## config.mk

```make
export PLATFORM = sky130hd
export DESIGN_NAME = i3c_tgt_sdr_rx
export DESIGN_NICKNAME = d
export VERILOG_FILES = /design/src/rtl/i3c_tgt_pkg.sv /design/src/rtl/i3c_tgt_line_sync.sv /design/src/rtl/i3c_tgt_sdr_rx.sv
export SDC_FILE = /design/constraint.sdc
export NUM_CORES = 1
export LEC_CHECK = 0
export ABC_CLOCK_PERIOD_IN_PS = 2700
export CAP_MARGIN = 20
export CORE_MARGIN = 2
export CORE_UTILIZATION = 50
export DETAILED_ROUTE_END_ITERATION = 16
export HOLD_SLACK_MARGIN = 0.05
export PLACE_DENSITY = 0.85
export SLEW_MARGIN = 10
export SYNTH_ARGS = -nofsm -noshare
export SYNTH_HDL_FRONTEND = slang
export SYNTH_SLANG_ARGS = --single-unit
```

## constraint.sdc

```tcl
create_clock -name i_sdr_clk -period 2.7 [get_ports i_sdr_clk]
set_input_delay 0.54 -clock i_sdr_clk [delete_from_list [all_inputs] [get_ports i_sdr_clk]]
set_output_delay 0.54 -clock i_sdr_clk [all_outputs]
set_load 0.05 [all_outputs]
```

## src/rtl/i3c_tgt_pkg.sv

```systemverilog
// ---------------------------------------------------------------------------
// i3c_tgt_pkg
// Shared definitions for the I3C target SDR write receiver:
//   REGF_AW        - register file address width
//   BROADCAST_ADDR - the I3C broadcast address (7'h7E)
//   sdr_state_e    - receive FSM states
// ---------------------------------------------------------------------------
package i3c_tgt_pkg;

  localparam int          REGF_AW        = 12;
  localparam logic [6:0]  BROADCAST_ADDR = 7'h7E;

  typedef enum logic [2:0] {
    IDLE,
    ADDR,
    ACK,
    DATA,
    TBIT,
    WAIT_STOP
  } sdr_state_e;

endpackage

```

## src/rtl/i3c_tgt_line_sync.sv

```systemverilog
// ---------------------------------------------------------------------------
// i3c_tgt_line_sync
// Brings the asynchronous SCL/SDA pins into the system clock domain and
// turns them into single-cycle bus events.
//   clk, rst   - system clock, synchronous active-high reset
//   scl_pin    - raw SCL from the pad
//   sda_pin    - raw SDA from the pad
//   scl_rise   - pulse: SCL went 0->1
//   scl_fall   - pulse: SCL went 1->0
//   start      - pulse: SDA fell while SCL stayed high (START / Sr)
//   stop       - pulse: SDA rose while SCL stayed high (STOP)
//   sda_bit    - synchronized SDA value aligned with the event pulses
// Pin-to-event latency is 3 cycles: two synchronizer flops plus the
// registered event stage.
// ---------------------------------------------------------------------------
module i3c_tgt_line_sync (
  input  logic clk,
  input  logic rst,
  input  logic scl_pin,
  input  logic sda_pin,
  output logic scl_rise,
  output logic scl_fall,
  output logic start,
  output logic stop,
  output logic sda_bit
);

  logic [1:0] scl_sync;
  logic [1:0] sda_sync;
  logic       scl_prev;
  logic       sda_prev;
  logic       scl_now;
  logic       sda_now;

  assign scl_now = scl_sync[1];
  assign sda_now = sda_sync[1];

  // Two-flop synchronizers plus one history flop for edge detection.
  // Everything resets to 1 so an idle (pulled-up) bus produces no edges.
  always_ff @(posedge clk) begin
    if (rst) begin
      scl_sync <= 2'b11;
      sda_sync <= 2'b11;
      scl_prev <= 1'b1;
      sda_prev <= 1'b1;
    end else begin
      scl_sync <= {scl_sync[0], scl_pin};
      sda_sync <= {sda_sync[0], sda_pin};
      scl_prev <= scl_now;
      sda_prev <= sda_now;
    end
  end

  // Registered event stage. START/STOP require SCL high on both the old and
  // new sample so an SDA change coincident with an SCL edge is never taken
  // as a bus condition.
  always_ff @(posedge clk) begin
    if (rst) begin
      scl_rise <= 1'b0;
      scl_fall <= 1'b0;
      start    <= 1'b0;
      stop     <= 1'b0;
      sda_bit  <= 1'b1;
    end else begin
      scl_rise <= scl_now & ~scl_prev;
      scl_fall <= ~scl_now & scl_prev;
      start    <= scl_now & scl_prev & sda_prev & ~sda_now;
      stop     <= scl_now & scl_prev & ~sda_prev & sda_now;
      sda_bit  <= sda_now;
    end
  end

endmodule

```

## src/rtl/i3c_tgt_sdr_rx.sv

```systemverilog
// ---------------------------------------------------------------------------
// i3c_tgt_sdr_rx
// I3C target SDR private-write receiver. Recognises its dynamic address (or
// the broadcast address), ACKs the header, shifts in data bytes with their
// T-bits and writes each byte into a register file at an auto-incrementing
// address.
//   i_sdr_clk, i_sdr_rst   - system clock (>= 8x SCL), sync active-high reset
//   i_target_en            - 0 ignores the bus and releases SDA
//   i_dyn_addr             - assigned 7-bit dynamic address
//   i_regf_base_addr       - first write address of each frame
//   i_scl, i_sda_in        - asynchronous bus pins
//   o_sda_oe, o_sda_out    - open-drain SDA drive (out tied 0)
//   o_regf_wr_en/_address/_data - register file write port
//   o_sdr_rx_valid         - one-cycle pulse per accepted byte
//   o_broadcast            - current frame was addressed to 7'h7E
//   o_parity_err           - sticky T-bit error, cleared by START
//   o_frame_done           - one-cycle pulse on STOP after an ACKed frame
// Optional feature: define I3C_TGT_PARITY_CHECK_EN to check the T-bit as odd
// parity and reject bad bytes; otherwise the T-bit is ignored.
// ---------------------------------------------------------------------------
module i3c_tgt_sdr_rx
  import i3c_tgt_pkg::*;
(
  input  logic               i_sdr_clk,
  input  logic               i_sdr_rst,
  input  logic               i_target_en,
  input  logic [6:0]         i_dyn_addr,
  input  logic [REGF_AW-1:0] i_regf_base_addr,
  input  logic               i_scl,
  input  logic               i_sda_in,
  output logic               o_sda_oe,
  output logic               o_sda_out,
  output logic               o_regf_wr_en,
  output logic [REGF_AW-1:0] o_regf_wr_address,
  output logic [7:0]         o_regf_data,
  output logic               o_sdr_rx_valid,
  output logic               o_broadcast,
  output logic               o_parity_err,
  output logic               o_frame_done
);

  logic scl_rise;
  logic scl_fall;
  logic start_det;
  logic stop_det;
  logic sda_bit;

  sdr_state_e         state_q;
  sdr_state_e         state_d;
  logic [2:0]         bit_cnt_q;
  logic [7:0]         shift_q;
  logic [7:0]         shift_next;
  logic               ack_drive_q;
  logic               acked_q;
  logic               bcast_q;
  logic [REGF_AW-1:0] wr_addr_q;
  logic [7:0]         data_q;
  logic               wr_en_q;
  logic               frame_done_q;
  logic               addr_match;
  logic               is_bcast;
  logic               t_ok;
  logic               sda_oe;

  i3c_tgt_line_sync u_line_sync (
    .clk      (i_sdr_clk),
    .rst      (i_sdr_rst),
    .scl_pin  (i_scl),
    .sda_pin  (i_sda_in),
    .scl_rise (scl_rise),
    .scl_fall (scl_fall),
    .start    (start_det),
    .stop     (stop_det),
    .sda_bit  (sda_bit)
  );

  // MSB-first shift; in ADDR the 8th bit completes {address, RnW}.
  assign shift_next = {shift_q[6:0], sda_bit};
  assign is_bcast   = (shift_next[7:1] == BROADCAST_ADDR);
  assign addr_match = ((shift_next[7:1] == i_dyn_addr) || is_bcast) && !shift_next[0];

`ifdef I3C_TGT_PARITY_CHECK_EN
  logic parity_err_q;

  // T-bit is odd parity over the byte just shifted in.
  assign t_ok = (sda_bit == ~^shift_q);

  // Parity error stays set until the next START opens a new frame.
  always_ff @(posedge i_sdr_clk) begin
    if (i_sdr_rst) begin
      parity_err_q <= 1'b0;
    end else if (i_target_en && start_det) begin
      parity_err_q <= 1'b0;
    end else if (i_target_en && !stop_det && state_q == TBIT && scl_rise && !t_ok) begin
      parity_err_q <= 1'b1;
    end
  end

  assign o_parity_err = parity_err_q;
`else
  assign t_ok         = 1'b1;
  assign o_parity_err = 1'b0;
`endif

  // State register.
  always_ff @(posedge i_sdr_clk) begin
    if (i_sdr_rst) begin
      state_q <= IDLE;
    end else begin
      state_q <= state_d;
    end
  end

  // Next-state logic. Disable beats START, START beats STOP, and either bus
  // condition overrides whatever byte was in progress.
  always_comb begin
    state_d = state_q;
    if (!i_target_en) begin
      state_d = IDLE;
    end else if (start_det) begin
      state_d = ADDR;
    end else if (stop_det) begin
      state_d = IDLE;
    end else begin
      case (state_q)
        IDLE:      state_d = IDLE;
        ADDR:      if (scl_rise && bit_cnt_q == 3'd7) state_d = addr_match ? ACK : WAIT_STOP;
        ACK:       if (scl_fall && ack_drive_q) state_d = DATA;
        DATA:      if (scl_rise && bit_cnt_q == 3'd7) state_d = TBIT;
        TBIT:      if (scl_rise) state_d = t_ok ? DATA : WAIT_STOP;
        WAIT_STOP: state_d = WAIT_STOP;
        default:   state_d = IDLE;
      endcase
    end
  end

  // Output logic. SDA is only pulled during the ACK bit window, and reset or
  // disable release it combinationally so the bus is freed immediately.
  always_comb begin
    sda_oe = 1'b0;
    if (state_q == ACK && ack_drive_q && i_target_en && !i_sdr_rst) begin
      sda_oe = 1'b1;
    end
  end

  // Datapath: bit counter, shifter, ACK window phase, frame flags and the
  // register file write port. ack_drive_q marks the second half of ACK: the
  // first SCL fall after the header turns the drive on, the next one ends it.
  always_ff @(posedge i_sdr_clk) begin
    if (i_sdr_rst) begin
      bit_cnt_q    <= 3'd0;
      shift_q      <= 8'h00;
      ack_drive_q  <= 1'b0;
      acked_q      <= 1'b0;
      bcast_q      <= 1'b0;
      wr_addr_q    <= '0;
      data_q       <= 8'h00;
      wr_en_q      <= 1'b0;
      frame_done_q <= 1'b0;
    end else begin
      wr_en_q      <= 1'b0;
      frame_done_q <= 1'b0;
      if (wr_en_q) begin
        wr_addr_q <= wr_addr_q + REGF_AW'(1);
      end
      if (!i_target_en) begin
        bit_cnt_q   <= 3'd0;
        ack_drive_q <= 1'b0;
        acked_q     <= 1'b0;
        bcast_q     <= 1'b0;
      end else if (start_det) begin
        bit_cnt_q   <= 3'd0;
        ack_drive_q <= 1'b0;
        acked_q     <= 1'b0;
        bcast_q     <= 1'b0;
      end else if (stop_det) begin
        frame_done_q <= acked_q;
        ack_drive_q  <= 1'b0;
        acked_q      <= 1'b0;
        bcast_q      <= 1'b0;
      end else begin
        case (state_q)
          ADDR: begin
            if (scl_rise) begin
              shift_q   <= shift_next;
              bit_cnt_q <= bit_cnt_q + 3'd1;
              if (bit_cnt_q == 3'd7 && addr_match) begin
                wr_addr_q   <= i_regf_base_addr;
                acked_q     <= 1'b1;
                bcast_q     <= is_bcast;
                ack_drive_q <= 1'b0;
              end
            end
          end
          ACK: begin
            if (scl_fall) begin
              if (!ack_drive_q) begin
                ack_drive_q <= 1'b1;
              end else begin
                ack_drive_q <= 1'b0;
                bit_cnt_q   <= 3'd0;
              end
            end
          end
          DATA: begin
            if (scl_rise) begin
              shift_q   <= shift_next;
              bit_cnt_q <= bit_cnt_q + 3'd1;
            end
          end
          TBIT: begin
            if (scl_rise && t_ok) begin
              wr_en_q <= 1'b1;
              data_q  <= shift_q;
            end
          end
          default: begin
          end
        endcase
      end
    end
  end

  assign o_sda_oe          = sda_oe;
  assign o_sda_out         = 1'b0;
  assign o_regf_wr_en      = wr_en_q;
  assign o_sdr_rx_valid    = wr_en_q;
  assign o_regf_wr_address = wr_addr_q;
  assign o_regf_data       = data_q;
  assign o_broadcast       = bcast_q;
  assign o_frame_done      = frame_done_q;

endmodule

```

Word level (Yosys, flattened, before mapping)

Index checks and enable logic that the tools add are counted.

Add/sub/neg operators: 2
Equal/unequal tests: 21
Multiplexer cells: 26
Bitwise logic cells: 15
Reductions and logical operators: 25

Operators with widths:

| operator                | count |
|---|---|
| $mux W12                | 7 |
| $mux W3                 | 8 |
| $pmux W3 S5             | 1 |
| $reduce_and A5 Y1       | 3 |
| $add A12 B1 Y12 const B | 1 |
| $ne A4 B2 Y1 const B    | 3 |
| $reduce_and A4 Y1       | 3 |
| $ne A2 B2 Y1 const B    | 5 |
| $eq A3 B3 Y1 const B    | 3 |
| $mux W1                 | 8 |
| $ne A2 B1 Y1 const B    | 4 |
| $not A1 Y1              | 8 |
| $reduce_or A4 Y1        | 2 |
| $and A1 B1 Y1           | 7 |
| $eq A7 B7 Y1            | 1 |
| $eq A7 B7 Y1 const B    | 1 |
| $logic_and A1 B1 Y1     | 7 |
| $eq A3 B2 Y1 const B    | 2 |
| $pmux W3 S2             | 1 |
| $reduce_or A5 Y1        | 1 |
| $ne A4 B1 Y1 const B    | 1 |
| $reduce_bool A2 Y1      | 2 |
| $reduce_or A2 Y1        | 2 |
| $add A3 B1 Y3 const B   | 1 |
| 6 further kinds         | 7 |

Bits in registers: 49
Output and inout port bits: 27
Word-level logic and storage cells: 108

Depth between registers and ports, before layout

Gate-level depths: netlist (run 1).

Depth after elaboration: 10
Mapped depth: 7

Hierarchy

A second synthesis (run 1) with hierarchy kept.

Cells, all modules: 243
Area, all modules: 2,301.0 um^2

By module, submodules not included:

| module            | instances | cells each | area each (um^2) | seq. area each (um^2) |
|---|---|---|---|---|
| i3c_tgt_sdr_rx    | 1         | 221        | 2,000.7          | 780.7 |
| i3c_tgt_line_sync | 1         | 22         | 300.3            | 200.2 |

Worst setup path after synthesis (run 1)

OpenSTA, ideal clock, no wires.

Path type: input to register
Start point: in i_dyn_addr[5]
End point: reg wr_addr_q[0], in the netlist o_regf_wr_address[0]
Library setup time: 0.121 ns
Arrival time: 2.072 ns
Required time: 2.579 ns
Slack: 0.507 ns
Cell stages on the path: 6
Buffers on the path: 1
Path through: xor2_1 -> nor4_1 -> a2bb2oi_2 -> or4_4 -> buf_6 -> mux2_4

Cells in the longest elaborated chain, start to end: 10

RTL lines:

| what                 | RTL line              | source |
|---|---|---|
| start, declared      | i3c_tgt_sdr_rx.sv:27  | `input logic [6:0] i_dyn_addr,` |
| $eq A7 B7 Y1         | i3c_tgt_sdr_rx.sv:80  | `assign addr_match = ((shift_next[7:1] == i_dyn_addr) \|\| is_bcast) && !shift_next[0];` |
| $logic_or A1 B1 Y1   | i3c_tgt_sdr_rx.sv:80  |  |
| $logic_and A1 B1 Y1  | i3c_tgt_sdr_rx.sv:80  |  |
| $logic_and A1 B1 Y1  | i3c_tgt_sdr_rx.sv:187 | `if (bit_cnt_q == 3'd7 && addr_match) begin` |
| $mux W12             | i3c_tgt_sdr_rx.sv:187 |  |
| $mux W12             | i3c_tgt_sdr_rx.sv:184 | `if (scl_rise) begin` |
| $mux W12             | i3c_tgt_sdr_rx.sv:182 | `case (state_q)` |
| $mux W12             | i3c_tgt_sdr_rx.sv:176 | `end else if (stop_det) begin` |
| $mux W12             | i3c_tgt_sdr_rx.sv:171 | `end else if (start_det) begin` |
| $mux W12             | i3c_tgt_sdr_rx.sv:166 | `if (!i_target_en) begin` |
| end signal, assigned | i3c_tgt_sdr_rx.sv:164 | `wr_addr_q <= wr_addr_q + REGF_AW'(1);` |
| end signal, assigned | i3c_tgt_sdr_rx.sv:188 | `wr_addr_q <= i_regf_base_addr;` |
| end, declared        | i3c_tgt_sdr_rx.sv:56  | `logic [REGF_AW-1:0] wr_addr_q;` |

No other way between the ends.
A chain may end at the register's enable or synchronous reset.

Worst setup path after layout (run 1)

Start point: in i_dyn_addr[5]
End point: reg wr_addr_q[1], in the netlist o_regf_wr_address[1]

The elaborated chain is that of the path after synthesis.

==> results of run 1 <==
## cell families after synthesis
group                      share of synthesized area (%)
AOI/OAI and AO/OA                                   6.95
xor gates and xnor gates                            5.66
adders and majority gates                           1.62
buffers and inverters                               3.45
DFF                                                 42.2
muxes                                               15.6
other                                              0.161
and+or+nand+nor                                     24.3
## sequential cells by signal, indices dropped and copies added, names as in the netlist, 2 cells and up
signal,flops
bit_cnt_q,3
o_regf_data,8
o_regf_wr_address,12
shift_q,8
state_q,3
u_line_sync.scl_sync,2
u_line_sync.sda_sync,2
## per-layer routing
| layer | vias to the layer above | track usage [%] | wire length [um] |
|---|---|---|---|
| met2 | 61 | 29.4 | 2260 |
| met5 | - | 0 | 0 |
| li1 | 935 | - | - |
| met4 | 0 | 6.50 | 48 |
| met3 | 4 | 4.86 | 217 |
| met1 | 856 | 22.4 | 1980 |
## layout by cell type, fill, tap and decap left out, types with 5 or more instances in the layout
cell type	n
nor2_1	34
dfxtp_1	49
mux2i_1	19
mux2_4	10
nand2b_1	5
or3_1	5
nand4_1	7
a21oi_1	9
o21ai_0	7
nor3b_1	5
nor2b_1	15
nand2_1	14
clkbuf_8	5
xor2_1	11
clkdlybuf4s50_1	47
or2_2	6
## through the flow
| stage | worst slack [ns] | cells | hold WS [ns] | power [mW] | instance area [um^2] |
|---|---|---|---|---|---|
| 6_report | 0.342 | 345 | 0.413 | 1.33 | 2940 |
| 5_1_grt | 0.232 | 345 | 0.432 | 1.38 | 2940 |
| 4_1_cts | 0.332 | 345 | 0.413 | 1.34 | 2940 |
| 3_5_place_dp | 0.0128 | 337 | 0.392 | 0.825 | 2820 |
| 3_3_place_gp | 0.0486 | 337 | 0.392 | 0.825 | 2820 |
| 2_1_floorplan | 0.507 | 249 | 0.389 | 0.787 | 2330 |
## cell type report
cell class | count | area, um^2
timing repair buffer | 50 | 505
clock buffer | 5 | 68.8
multi-input combinational | 184 | 1260
sequential | 49 | 981
tap | 52 | 65.1
fill | 353 | 1480
clock inverter | 3 | 43.8
inverter | 2 | 7.51
## how the worst max path moves through the flow
stage / to / slack (ns) / depth (start not counted)
final: o_regf_wr_address[1]$_SDFF_PP0_ / 0.34 / 6
after global routing: o_regf_wr_address[1]$_SDFF_PP0_ / 0.23 / 6
after CTS: o_regf_wr_address[1]$_SDFF_PP0_ / 0.33 / 6
after detailed placement: o_regf_wr_address[1]$_SDFF_PP0_ / 0.01 / 6
after global placement: o_regf_wr_address[11]$_SDFF_PP0_ / 0.05 / 6
after floorplan: o_regf_wr_address[0]$_SDFF_PP0_ / 0.51 / 6
## power by group through the flow
stage	Sequential, mW	Clock, mW	Combinational [mW]
after floorplan	0.746	0	0.0404
after global placement	0.748	0	0.0772
after detailed placement	0.748	0	0.0776
after CTS	0.731	0.532	0.0778
after global routing	0.732	0.562	0.0841
final	0.731	0.520	0.0776
## worst max-delay path: stages
cell             delay, ns
clkdlybuf4s50_1       0.41
xor2_1                0.14
nor4_1                0.34
a2bb2oi_2             0.13
or4_4                 0.64
mux2_4                0.34
==> reports/results.txt, run 1 <==
Setup Fix Bufs, Post-CTS -> 0
Seq/Total Area, Yosys -> 42.2%
Hold path depth -> 1
Synth Warn # -> 0
Min-Delay Path Class -> flop to flop
Arrival time at the worst endpoint -> 2.55 ns
Largest net degree at the start of global routing -> 51
Final period utilization -> 87.3%
CTS Buf Count -> 5
Setup crit start -> i_dyn_addr[5]
Die X -> 72.2 um
CP startpoint kind -> input pin
ANT nets after route -> 0
Die area -> 0.00521 mm^2
# port buffers -> 48
Worst R2R Setup Slack -> 0.45 ns
Crit path kind -> input pin to flop
Maximum clock frequency -> 424 MHz
GRT Total Usage -> 17.9%
Unrepaired setup endpoints after global routing -> false
Yosys reg bits -> 49
Area Overhead vs Synth -> 26.5%
Setup TNS -> 0 ns
Mapped Cells -> 248
Post-synth EDFFs -> 0
Status -> complete, no violations
Final Util -> 66.5%
I/O Pins -> 51
Area of the mapped netlist -> 0.00232 mm^2
Skew-Pair Late Insertion Delay -> 0.29 ns
Final Hold Viols -> 0
Clock Tree Buf Depth -> 2
Core area -> 0.00441 mm^2
Avg Cell Area, Syn -> 9.36 um^2
Nets -> 319
Top FF cell, synth -> dfxtp_1
Worst vdd ir -> 0.338 mV
Layout cell share with drive strength beyond 1 -> 10.9%
First-pass GRT wire length -> 7420 um
Net Sw Power -> 281 uW
Comb power frac -> 5.8%
Hold EP -> u_line_sync.sda_sync[1]$_SDFF_PP1_
Post-CTS sizing -> 0
Relative slew slack -> 62.1%
Commonest cells post-synth -> 49 x dfxtp_1, 34 x nor2_1, 19 x mux2i_1
Cell accounting for the most synthesized area -> dfxtp_1
Vias in the first global route -> 1688
Total vias in the final route -> 1856
Avg Vias per Cell -> 5.38
Antenna Diode Count -> 0
FP Rows -> 24
Setup crit end kind -> flop
DRC violations left -> 0
P_int -> 1.05 mW
CTS tree -> yes
Setup-failing EPs final -> 0
DR WL/cell -> 13.1 um
CP required -> 2.89 ns
Pwr Density -> 453 mW/mm^2
Initial DRC Count -> 113
Crit Path Max Fanout -> 12
Starting Density -> 52.6%
Switching portion of total power -> 21.1%
Clock Power Share -> 39.2%
Root Buffer -> clkbuf_8
Final Critical Period -> 2.36 ns
Worst Hold Launch -> u_line_sync.sda_sync[0]$_SDFF_PP1_
TritonRoute pass-1 iters -> 4
Ys async rst share -> 0%
Final wirelength -> 4510 um
Measured slew at the worst slew-check pin -> 0.565 ns
Reg-to-Reg End -> o_regf_wr_address[1]$_SDFF_PP0_
CTS clk-pin slew, worst paths -> 0.09 ns
Most frequent cell after synthesis -> dfxtp_1
CTS H-tree lvls -> 2
Yosys top cell area share -> 42.2%
Netlist cell types -> 39
RePlAce Congestion -> 0.847
Sequential power share -> 55.0%
Clk sinks -> 49
Origin of the critical flop-to-flop path -> shift_q[5]$_SDFFE_PP0P_
Clock Skew -> 0.00393 ns
CTS Hold Bufs -> 0
Max-Cap Viols -> 0
Initial antenna violation count -> 0
DP HPWL -> 3170 um
Fin. max-slew vios -> 0
GRT Residual Overflow -> 0
Reg2Reg Depth -> 5
Leak -> 1.23 nW
Die Y -> 72.2 um
Main area contributors after synthesis -> dfxtp_1 42%, mux2i_1 8.2%, mux2_4 6.5%, nor2_1 5.5%, xor2_1 4.1%
(Power assumes the default switching activity.)
==> inputs of run 2 (changes only) <==
ABC_CLOCK_PERIOD_IN_PS = 2500   (was 2700)
HOLD_SLACK_MARGIN = default   (was 0.05)
clock period = 2.5 ns   (was 2.7 ns; I/O delays follow)
==> run 2 against run 1 <==
  * Sequential share of layout area is 0.16 points lower
  * Global-route usage up 1.9 points
  * Final cell count rose by 0.58%
  * Non-clock buffer count rose by 2
  * Final area rose by 0.47%
  * First-iteration DRC count shrank 8.0%
  * Hold slack hardly changed
  * Critical path depth did not move
  * Via count shrank 0.59%
==> reports/results.txt, run 2 (synthesis results as in run 1) <==
Crit path kind -> input pin to flop
Final period utilization -> 92.0%
Relative slew slack -> 61.6%
DP HPWL -> 3390 um
Commonest non-fill, non-tap cells in the layout -> 49 x dfxtp_1, 47 x clkdlybuf4s50_1, 34 x nor2_1
GRT Total Usage -> 19.8%
Starting Density -> 52.6%
Max reg flops -> 12
Measured slew at the worst slew-check pin -> 0.573 ns
GRT Residual Overflow -> 0
I/O Pins -> 51
Fill count -> 351
Clock Skew -> 0.0109 ns
Vias in the first global route -> 1738
CTS Hold Bufs -> 0
Maximum clock frequency -> 435 MHz
Initial DRC Count -> 104
DRC violations left -> 0
Final critical-path setup slack -> 0.201 ns
Setup crit end kind -> flop
Setup WS pre-CTS -> -0.133 ns
Final instance area -> 0.00295 mm^2
Skew-Pair Late Insertion Delay -> 0.30 ns
First-pass GRT wire length -> 8140 um
Commonest non-fill, non-tap cell in the layout -> dfxtp_1
Reg2Reg Depth -> 5
Clock Tree Buf Depth -> 2
Min-Delay Path Class -> flop to flop
Seq. cell area -> 981 um^2
CP startpoint kind -> input pin
Setup Fix Bufs, Post-CTS -> 0
Footprint of the multi-input gates -> 0.00126 mm^2
CP required -> 2.68 ns
CTS Buf Count -> 5
Avg Vias per Cell -> 5.32
Final Critical Period -> 2.30 ns
Nets -> 321
CTS clk-pin slew, worst paths -> 0.09 ns
Root Buffer -> clkbuf_8
ANT nets after route -> 0
Die X -> 72.2 um
Die Y -> 72.2 um
Clk sinks -> 49
Core area -> 0.00441 mm^2
DR WL/cell -> 13.7 um
Worst vdd ir -> 0.351 mV
Layout cell share with drive strength beyond 1 -> 11.2%
Post-CTS sizing -> 0
Total vias in the final route -> 1845
Area Overhead vs Synth -> 27.0%
Total Power -> 1.43 mW
Placed instance area -> 0.00284 mm^2
Unrepaired setup endpoints after global routing -> false
Status -> complete, no violations
Final wirelength -> 4770 um
Die area -> 0.00521 mm^2
Arrival time at the worst endpoint -> 2.48 ns
Antenna Diode Count -> 0
Final Hold Viols -> 0
# port buffers -> 48
CTS tree -> yes
Initial antenna violation count -> 0
Leak -> 1.23 nW
CTS H-tree lvls -> 2
Largest net degree at the start of global routing -> 51
Hold path depth -> 1
Pwr Density -> 485 mW/mm^2
FP Rows -> 24
Fin. max-slew vios -> 0
Max-Cap Viols -> 0
Setup-failing EPs final -> 0
RePlAce Congestion -> 0.854
Crit Path Max Fanout -> 12
TritonRoute pass-1 iters -> 4
==> run 2: changes by cell type in the layout (fill, tap and decap cells not counted) <==
cell | before | now
buf_4 | 2 | 4
inv_6 | 1 | 0
clkinv_4 | 0 | 1
clkbuf_1 | 0 | 1
clkinv_2 | 1 | 0
==> run 2: layer usage <==
layer / global-route usage (%) / wire length [um] / part of all wire (%)
met2: 32.1 / 2430 / 51
met5: 0 / 0 / 0
met3: 4.31 / 183 / 3.8
met1: 25.8 / 2090 / 44
met4: 7.34 / 61 / 1.3
==> run 2: final timing paths <==
kind,start,to,slack [ns]
max reg2reg,shift_q[5]$_SDFFE_PP0P_,o_regf_wr_address[5]$_SDFF_PP0_,0.28
max,i_dyn_addr[5],o_regf_wr_address[5]$_SDFF_PP0_,0.20
min,u_line_sync.scl_sync[0]$_SDFF_PP1_,u_line_sync.scl_sync[1]$_SDFF_PP1_,0.41
min reg2reg,u_line_sync.scl_sync[0]$_SDFF_PP1_,u_line_sync.scl_sync[1]$_SDFF_PP1_,0.41
==> run 2: cell type report <==
cell class,count,area share [%]
flip-flops and latches,49,33.2
multi-input cells,184,42.9
repair buffers,52,17.6
well taps,52,2.21
clock inverters,2,1.31
inverters,2,0.254
clock buffers,6,2.46
==> run 2: through the flow <==
step | hold slack, ns | TNS, ns | instances | utilization (%)
after floorplan | 0.389 | 0 | 249 | -
after global placement | 0.393 | -1.28 | 339 | 64.3
after detailed placement | 0.392 | -1.51 | 339 | 64.3
after CTS | 0.413 | 0 | 347 | 66.8
after global routing | 0.436 | 0 | 347 | 66.8
final | 0.413 | 0 | 347 | 66.8
==> run 2: critical path, cell delays in order <==
cell and delay, ns:
clkdlybuf4s50_1 0.41, xor2_1 0.14, nor4_1 0.33, a2bb2oi_2 0.12, or4_4 0.63, mux2_4 0.34
==> run 2: power breakdown <==
part / internal, mW / leakage [nW] / switching [mW]
logic: 0.0483 / 0.783 / 0.0379
registers: 0.785 / 0.396 / 0.00450
clock network: 0.300 / 0.0554 / 0.255
==> inputs of run 3 (changes only) <==
--- a/config.mk
+++ b/config.mk
@@ -13,5 +13,6 @@
 export PLACE_DENSITY = 0.85
-export SLEW_MARGIN = 10
+export SLEW_MARGIN = 20
 export SYNTH_ARGS = -nofsm -noshare
 export SYNTH_HDL_FRONTEND = slang
+export SYNTH_HIERARCHICAL = 1
 export SYNTH_SLANG_ARGS = --single-unit
==> constraint.sdc (replaced) <==
create_clock -name i_sdr_clk -period 2.5 [get_ports i_sdr_clk]
set_input_delay 0.75 -clock i_sdr_clk [delete_from_list [all_inputs] [get_ports i_sdr_clk]]
set_output_delay 0.75 -clock i_sdr_clk [all_outputs]
set_load 0.05 [all_outputs]
==> run 3 against run 2 <==
  * Synthesized cell count is 2.0% lower
  * Routed wire length down 1.8%
  * Clock power shrank 15%
  * Highest routed layer unchanged
  * Combinational power increased by 3.6%
  * Die area down 0.87%
  * Count of clock-buffer cells in the layout rose by 1
  * Global-route usage fell by 0.57 points
  * Final area grew 1.9%
  * Critical path type is now input pin to output pin
  * Sequential power barely moved
==> reports/results.txt, run 3 <==
TritonRoute pass-1 iters -> 6
Commonest non-fill, non-tap cells in the layout -> 49 x dfxtp_1, 45 x clkdlybuf4s50_1, 36 x nor2_1
CTS H-tree lvls -> 2
Die X -> 71.8 um
Placed instance area -> 0.00288 mm^2
Min-Delay Path Class -> flop to flop
Total vias in the final route -> 1835
Initial antenna violation count -> 0
Adder-cell share of the synthesized area -> 1.63%
Clk sinks -> 49
Footprint of the multi-input gates -> 0.00127 mm^2
CTS Hold Bufs -> 0
ANT nets after route -> 0
Skew-Pair Late Insertion Delay -> 0.30 ns
Top FF cell, synth -> dfxtp_1
Setup WS pre-CTS -> -0.231 ns
Core area -> 0.00438 mm^2
Cell accounting for the most synthesized area -> dfxtp_1
DP HPWL -> 3250 um
Ys async rst share -> 0%
Setup crit end kind -> output pin
Final period utilization -> 97.9%
Fin. max-slew vios -> 0
Final critical-path setup slack -> 0.0528 ns
Root Buffer -> clkbuf_8
Max-Cap Viols -> 0
Main combinational cell family by area after synthesis -> simple AND/OR/NAND/NOR gates
Final Critical Period -> 2.45 ns
Die Y -> 71.8 um
DRC violations left -> 0
Setup TNS -> 0 ns
Crit path kind -> input pin to output pin
Post-synthesis compound-gate area fraction -> 5.17%
Relative slew slack -> 66.0%
Most frequent cell after synthesis -> dfxtp_1
Largest net degree at the start of global routing -> 50
Max reg flops -> 12
Commonest cells post-synth -> 49 x dfxtp_1, 36 x nor2_1, 19 x mux2i_1
Netlist cell types -> 40
Synth Warn # -> 6
Post-synth EDFFs -> 0
CTS Buf Count -> 5
Setup-failing EPs final -> 0
Nets -> 324
FP Rows -> 24
Arrival time at the worst endpoint -> 1.70 ns
Final Hold Viols -> 0
Final Util -> 68.6%
Mapped Cells -> 243
Final wirelength -> 4680 um
Status -> complete, no violations
Pwr Density -> 449 mW/mm^2
Avg Cell Area, Syn -> 9.47 um^2
Final instance area -> 0.00301 mm^2
Post-Synth Simple-Gate Area -> 26.2%
Area of the mapped netlist -> 0.00230 mm^2
Initial DRC Count -> 107
Fill count -> 360
Antenna Diode Count -> 0
Commonest non-fill, non-tap cell in the layout -> dfxtp_1
Area Overhead vs Synth -> 30.6%
Measured slew at the worst slew-check pin -> 0.508 ns
GRT Total Usage -> 19.2%
Leak -> 1.27 nW
GRT Residual Overflow -> 0
Clock Tree Buf Depth -> 2
I/O Pins -> 51
Yosys top cell area share -> 42.6%
Layout cell share with drive strength beyond 1 -> 14.8%
Yosys reg bits -> 49
RePlAce Congestion -> 0.895
First-pass GRT wire length -> 7700 um
Mux cell area share after synthesis -> 14.1%
Starting Density -> 52.5%
Worst vdd ir -> 0.194 mV
CTS tree -> yes
Main area contributors after synthesis -> dfxtp_1 43%, mux2i_1 8.3%, nor2_1 5.9%, mux2_2 5.9%, xor2_1 5.3%
Avg Vias per Cell -> 5.26
# port buffers -> 48
Clock Skew -> 0.00652 ns
CTS clk-pin slew, worst paths -> 0.08 ns
Vias in the first global route -> 1744
Seq/Total Area, Yosys -> 42.6%
CP required -> 1.75 ns
Die area -> 0.00516 mm^2
Post-synthesis xor/xnor area fraction -> 6.47%
Worst hold slack -> 0.407 ns
Seq. cell area -> 981 um^2
Crit Path Max Fanout -> 2
DR WL/cell -> 13.4 um
CP startpoint kind -> input pin
Maximum clock frequency -> 409 MHz
run 3: cell families (layout without fill, tap and decap cells):
logic type      Yosys count  in the layout
fa+ha+maj                 3              3
compound gates           18             18
flops                    49             49
other cells               1              2
mux                      31             31
buf+inv                  17             70
xor+xnor                 17             17
simple gates            107            107
run 3: repair_timing:
item,in CTS,in global routing
endpoints found under the setup margin,1,13
buffers inserted,0,1
resized for setup,2,5
pin swaps,0,1
run 3: worst max-delay path, stage by stage:
cell	delay [ns]
clkdlybuf4s50_1	0.47
nor2b_4	0.14
and3_4	0.21
buf_12	0.13
run 3: where the power goes:
part	internal, mW	total [mW]	leakage [nW]	switching, mW
clock network	0.220	0.470	0.0443	0.251
logic	0.0505	0.0893	0.832	0.0387
registers	0.785	0.790	0.396	0.00518
run 3: final timing paths:
path / start / endpoint / slack (ns) / cells past startpoint
max: i_sdr_rst / o_sda_oe / 0.05 / 4
min: u_line_sync/sda_sync[0]$_SDFF_PP1_ / u_line_sync/sda_sync[1]$_SDFF_PP1_ / 0.41 / 1
max reg2reg: shift_q[0]$_SDFFE_PP0P_ / o_regf_wr_address[5]$_SDFF_PP0_ / 0.56 / 6
min reg2reg: u_line_sync/sda_sync[0]$_SDFF_PP1_ / u_line_sync/sda_sync[1]$_SDFF_PP1_ / 0.41 / 1
run 3: through the flow:
stage	power, mW	cells
after floorplan	0.847	244
after global placement	0.892	341
after detailed placement	0.893	341
after CTS	1.36	348
after global routing	1.40	349
final	1.35	349
run 3: cell type report:
| cell class | instances | share of cell area (%) |
|---|---|---|
| Multi-Input combinational cell | 178 | 42.2 |
| Sequential cell | 49 | 32.6 |
| Inverter | 3 | 0.375 |
| Timing Repair Buffer | 60 | 19.7 |
| Clock buffer | 7 | 2.87 |
| Tap cell | 52 | 2.16 |
run 3: layer usage:
metal	share of wire [%]	vias to the layer above	global-route usage (%)
li1	-	935	-
met1	47	835	23.8
met2	47	56	31.6
met3	5.0	9	5.06
met4	1.5	0	7.97
met5	0	-	0
